--- config.mk ---
export PLATFORM = sky130hd
export DESIGN_NAME = sqrt_coeff_server
export DESIGN_NICKNAME = d
export VERILOG_FILES = /design/src/rtl/sqrt_coeff_server.sv
export SDC_FILE = /design/constraint.sdc
export NUM_CORES = 2
export LEC_CHECK = 0
export ABC_AREA = 1
export CAP_MARGIN = 20
export CORE_UTILIZATION = 30
export CTS_BUF_LIST = sky130_fd_sc_hd__clkbuf_16
export CTS_CLUSTER_DIAMETER = 100
export DETAILED_ROUTE_END_ITERATION = 6
export PLACE_DENSITY = 0.57
export SKIP_CTS_REPAIR_TIMING = 1
export SLEW_MARGIN = 20
export SYNTH_ARGS = -nofsm -noshare
export SYNTH_HDL_FRONTEND = slang
export SYNTH_SLANG_ARGS = --single-unit
--- constraint.sdc ---
create_clock -name clk -period 3.4 [get_ports clk]
set_clock_uncertainty 0.05 [all_clocks]
set_input_delay 0.68 -clock clk [delete_from_list [all_inputs] [get_ports clk]]
set_output_delay 0.68 -clock clk [all_outputs]
set_load 0.01 [all_outputs]
--- src/rtl/sqrt_coeff_server.sv ---
// sqrt_coeff_server: dual coefficient tables for the square-root datapath.
// Both tables are read in parallel at one index with a two-stage pipeline
// (index register, then output register). A loader FSM fills one selected
// table with exactly 2**IDX_W words. Table contents are never reset.
// Optional feature macro: SQRT_COEFF_PARITY_EN adds a stored even-parity
// bit per entry and a parity_err output aligned with rd_valid.
module sqrt_coeff_server #(
  parameter int IDX_W   = 6,
  parameter int COEFF_W = 32
) (
  input  logic               clk,
  input  logic               rst,
  input  logic [IDX_W-1:0]   x_f_A,
  input  logic               rd_en,
  output logic [COEFF_W-1:0] coeffs_Sqrt1_out,
  output logic [COEFF_W-1:0] coeffs_Sqrt2_out,
  output logic               rd_valid,
  input  logic               ld_start,
  input  logic               ld_sel,
  input  logic [COEFF_W-1:0] ld_data,
  input  logic               ld_valid,
  output logic               ld_busy,
  output logic               ld_done
`ifdef SQRT_COEFF_PARITY_EN
  ,
  output logic               parity_err
`endif
);

  localparam int DEPTH = 2**IDX_W;
`ifdef SQRT_COEFF_PARITY_EN
  localparam int ENT_W = COEFF_W + 1;
`else
  localparam int ENT_W = COEFF_W;
`endif

  typedef enum logic [1:0] {S_IDLE, S_LOAD, S_DONE} state_t;

  state_t             state_q, state_d;
  logic [IDX_W-1:0]   cnt_q, cnt_d;
  logic               sel_q, sel_d;
  logic [IDX_W-1:0]   idx_q, idx_d;
  logic               v1_q, v1_d;
  logic               rd_valid_q, rd_valid_d;
  logic [COEFF_W-1:0] out1_q, out1_d;
  logic [COEFF_W-1:0] out2_q, out2_d;
  logic               we1, we2;
  logic [ENT_W-1:0]   wentry, rent1, rent2;

  logic [ENT_W-1:0]   tab1 [DEPTH];
  logic [ENT_W-1:0]   tab2 [DEPTH];

`ifdef SQRT_COEFF_PARITY_EN
  logic parity_err_q, parity_err_d;
  // Stored bit makes each entry even overall, so a nonzero XOR is an error.
  assign wentry = {^ld_data, ld_data};
  assign parity_err_d = v1_q & ((^rent1) | (^rent2));
  assign parity_err = parity_err_q;
`else
  assign wentry = ld_data;
`endif

  assign rent1 = tab1[idx_q];
  assign rent2 = tab2[idx_q];

  assign ld_busy          = (state_q != S_IDLE);
  assign ld_done          = (state_q == S_DONE);
  assign rd_valid         = rd_valid_q;
  assign coeffs_Sqrt1_out = out1_q;
  assign coeffs_Sqrt2_out = out2_q;

  // Loader next-state: latch select on start, write one word per ld_valid.
  always_comb begin
    state_d = state_q;
    cnt_d   = cnt_q;
    sel_d   = sel_q;
    we1     = 1'b0;
    we2     = 1'b0;
    unique case (state_q)
      S_IDLE: begin
        if (ld_start) begin
          sel_d   = ld_sel;
          cnt_d   = '0;
          state_d = S_LOAD;
        end
      end
      S_LOAD: begin
        if (ld_valid) begin
          we1 = ~sel_q & ~rst;
          we2 =  sel_q & ~rst;
          if (cnt_q == {IDX_W{1'b1}}) begin
            state_d = S_DONE;
          end else begin
            cnt_d = cnt_q + IDX_W'(1);
          end
        end
      end
      S_DONE:  state_d = S_IDLE;
      default: state_d = S_IDLE;
    endcase
  end

  // Read pipeline next-state: reads are refused while a load is in progress.
  always_comb begin
    v1_d       = rd_en & ~ld_busy;
    idx_d      = v1_d ? x_f_A : idx_q;
    rd_valid_d = v1_q;
    out1_d     = v1_q ? rent1[COEFF_W-1:0] : out1_q;
    out2_d     = v1_q ? rent2[COEFF_W-1:0] : out2_q;
  end

  // Control and pipeline registers; reset wins over every other input.
  always_ff @(posedge clk) begin
    if (rst) begin
      state_q      <= S_IDLE;
      cnt_q        <= '0;
      sel_q        <= 1'b0;
      idx_q        <= '0;
      v1_q         <= 1'b0;
      rd_valid_q   <= 1'b0;
      out1_q       <= '0;
      out2_q       <= '0;
`ifdef SQRT_COEFF_PARITY_EN
      parity_err_q <= 1'b0;
`endif
    end else begin
      state_q      <= state_d;
      cnt_q        <= cnt_d;
      sel_q        <= sel_d;
      idx_q        <= idx_d;
      v1_q         <= v1_d;
      rd_valid_q   <= rd_valid_d;
      out1_q       <= out1_d;
      out2_q       <= out2_d;
`ifdef SQRT_COEFF_PARITY_EN
      parity_err_q <= parity_err_d;
`endif
    end
  end

  // Table storage: no reset, so an abandoned load keeps its written words.
  always_ff @(posedge clk) begin
    if (we1) tab1[cnt_q] <= wentry;
    if (we2) tab2[cnt_q] <= wentry;
  end

endmodule

==> key figures <==
Run status
  • Status: complete, no violations

Timing
  • Fin. Hold Viols: 0
  • Final setup violation count: 0
  • Setup ws final: roughly 230 ps
  • Max Freq: approximately 0.32 GHz
  • Worst Tran Pin Value: between 1000 and 1500 ps
  • Final Slew Violations: 0
  • Final Cycle Share: ~93%
  • Tmin final: approximately 3200 ps
  • Total negative slack: 0 ps
  • RSZ-0062 raised after global routing: false
  • Slew headroom: 19.7%

Routing
  • WL per Instance: 23.8 um
  • Initial DRC count: ~14,000
  • DRT Wirelength: between 500 and 600 mm
  • DR vias: 111,228
  • Final ANT Viol Nets: 0
  • Drt first pass iters: 7
  • Average vias per placed instance: between 5 and 6
  • DRC viols: 0

Synth
  • Synth Register Bits: about 4,200
  • Yosys warns: 0
  • Sequential share of the synthesized area: between 70 and 80%
  • Top cells by area, synth: edfxtp_1 73%, nand3_1 12%, nand2_1 10%
  • Mean cell area of the mapped netlist: about 12 um^2
  • Gate Count Post-Synth: 13,910
  • Yosys cell types: 27
  • Area share of the largest cell type after synthesis: between 70% and 80%
  • Yosys top cell by area: edfxtp_1
  • Mapped Area: between 150,000 and 200,000 um^2
  • Synth Net Count: 13,955

Cells and area
  • Fin nets: 14,166
  • Fin util: about a third
  • Area Overhead vs Synth: 16.2%
  • Layout cells sized above 1: 9.32%
  • Multi-input combinational cell area: roughly 39,000 um^2
  • Layout fillers: ~54,000
  • FF+latch area: 125,000 um^2

Worst setup path
  • CP cell instances: clkdlybuf4s50_1
  • Worst Path Required: around 2700 ps
  • CP Buf/Inv Count: 1
  • Flop2flop setup slack: 340 ps
  • Worst-path fanout max: 2
  • CP top delay family: buffers and inverters
  • CP startpoint kind: flip-flop
  • Worst path max stage delay: 950 ps
  • Critical path class: flip-flop to primary output
  • Critical path capture point type: primary output
  • CP max-delay cell: clkdlybuf4s50_1
  • CP arrival: 2440 ps

Global route
  • Initial antenna violation count: 32
  • GRT Total Usage: 17.9%
  • Largest net degree at the start of global routing: ~130
  • First-pass GRT wire length: ~750 mm
  • Total grt overflow: 0
  • Vias in the first global route: between 100k and 150k

Floorplanning
  • Starting Density: 30.1%
  • Die ar.: around 560,000 um^2
  • CORE AREA: 557,000 um^2
  • Die width: between 700 and 800 um
  • Die height: between 700 and 800 um
  • I/O pins: between 100 and 150
  • Site row count: roughly 270

Job
  • Max Cap Violations: 0

Power
  • Leakage power: ~0.067 uW
  • Pwr/cell area: between 500 and 600 nW/um^2
  • Total power: around 110,000 uW
  • Max IR drop VDD: between 0.0003 and 0.0004 V

Place
  • Port Buffers: 110
  • Pre-CTS setup slack: -46.9 ps
  • Routability Congestion: around 0.82
  • DP HPWL: 295 mm

Clocking
  • Htree depth: 5
  • CTS Sinks: 4,177
  • Num CTS Buffers: 403
  • Root Driver: clkbuf_16
  • Reg clk slew, reported paths: 60 ps
  • CTS tree: yes
  • Clk Latency, worst-skew pair: 960 ps
  • Clock tree buffer depth: 4

Worst hold path
  • Hold Path Class: input port to flip-flop
-- power breakdown --
part	internal [uW]	switching, uW
logic	2770	7340
registers	56600	167
clock network	24300	19500
total	83600	27000
-- final cells by class --
cell class / count / share of cell area [%]
clock inverters: 326 / 1.22
clock buffers: 409 / 5.25
inverters: 89 / 0.211
repair buffers: 739 / 4.81
flip-flops and latches: 4177 / 63.9
well taps: 7452 / 4.78
multi-input cells: 8711 / 19.8
diodes: 14 / 0.0180
-- path summary, 6_finish.rpt --
| kind | cells past startpoint | from | endpoint |
|---|---|---|---|
| worst max register to register | 13 | idx_q[1] | coeffs_Sqrt1_out[30] |
| worst min register to register | 2 | sel_q | sel_q |
| worst min-delay path | 1 | ld_data[4] | tab1[33][4] |
| worst max-delay path | 1 | coeffs_Sqrt2_out[25] | coeffs_Sqrt2_out[25] |
-- per-layer routing --
| layer | up-vias | routed length [um] | track usage (%) |
|---|---|---|---|
| li1 | 49862 | - | - |
| met1 | 55582 | 227000 | 25.9 |
| met2 | 5034 | 231000 | 27.1 |
| met3 | 730 | 48800 | 3.62 |
| met4 | 20 | 14800 | 4.99 |
| met5 | - | 124 | 0 |
-- placed cells by master, fill, tap and decap left out, drive strengths merged --
master | synthesis | routed
a211oi | 3 | 3
a21oi | 12 | 12
buf | 735 | 661
bufinv | 0 | 33
clkbuf | 198 | 409
clkdlybuf4s50 | 0 | 77
clkinv | 5 | 182
clkinvlp | 0 | 11
dfxtp | 81 | 81
diode | 0 | 14
dlygate4sd3 | 0 | 1
edfxtp | 4096 | 4096
ha | 1 | 1
inv | 84 | 189
nand2 | 4497 | 4497
nand3 | 3908 | 3908
nand4 | 1 | 1
nor2 | 265 | 265
nor3 | 12 | 12
nor3b | 1 | 1
nor4 | 1 | 1
o21a | 1 | 1
o21ai | 9 | 9
-- stage by stage --
| step | instances | instance area (um^2) | hold slack (ps) |
|---|---|---|---|
| final | 21917 | 195000 | 93.2 |
| after detailed placement | 21167 | 182000 | 447 |
| after global routing | 21905 | 195000 | 50.6 |
| after CTS | 21902 | 195000 | -86.7 |
| after floorplan | 13910 | 168000 | 418 |
| after global placement | 21167 | 182000 | 436 |
-- registers in the layout (all words and copies together) (netlist names) --
signal            flops
cnt_q                 6
coeffs_Sqrt1_out     32
coeffs_Sqrt2_out     32
idx_q                 6
rd_valid              1
rd_valid_d            1
sel_q                 1
state_q               2
tab1               2048
tab2               2048
-- cells in the mapped netlist, drive strengths merged --
library cell and n:
a211oi 3, a21oi 12, buf 735, clkbuf 198, clkinv 5, dfxtp 81
edfxtp 4096, ha 1, inv 84, nand2 4497, nand3 3908, nand4 1
nor2 265, nor3 12, nor3b 1, nor4 1, o21a 1, o21ai 9
-- cell families after synthesis --
family | after synthesis | synth area share, %
buffers and inverters | 1022 | 3.30
flip-flops | 4177 | 74.3
AO/OA/AOI/OAI | 25 | 0.0805
AND/OR/NAND/NOR | 8685 | 22.4
adder cells (fa/ha/maj) | 1 | 0.00745
Power figures use the tool's default switching activity.
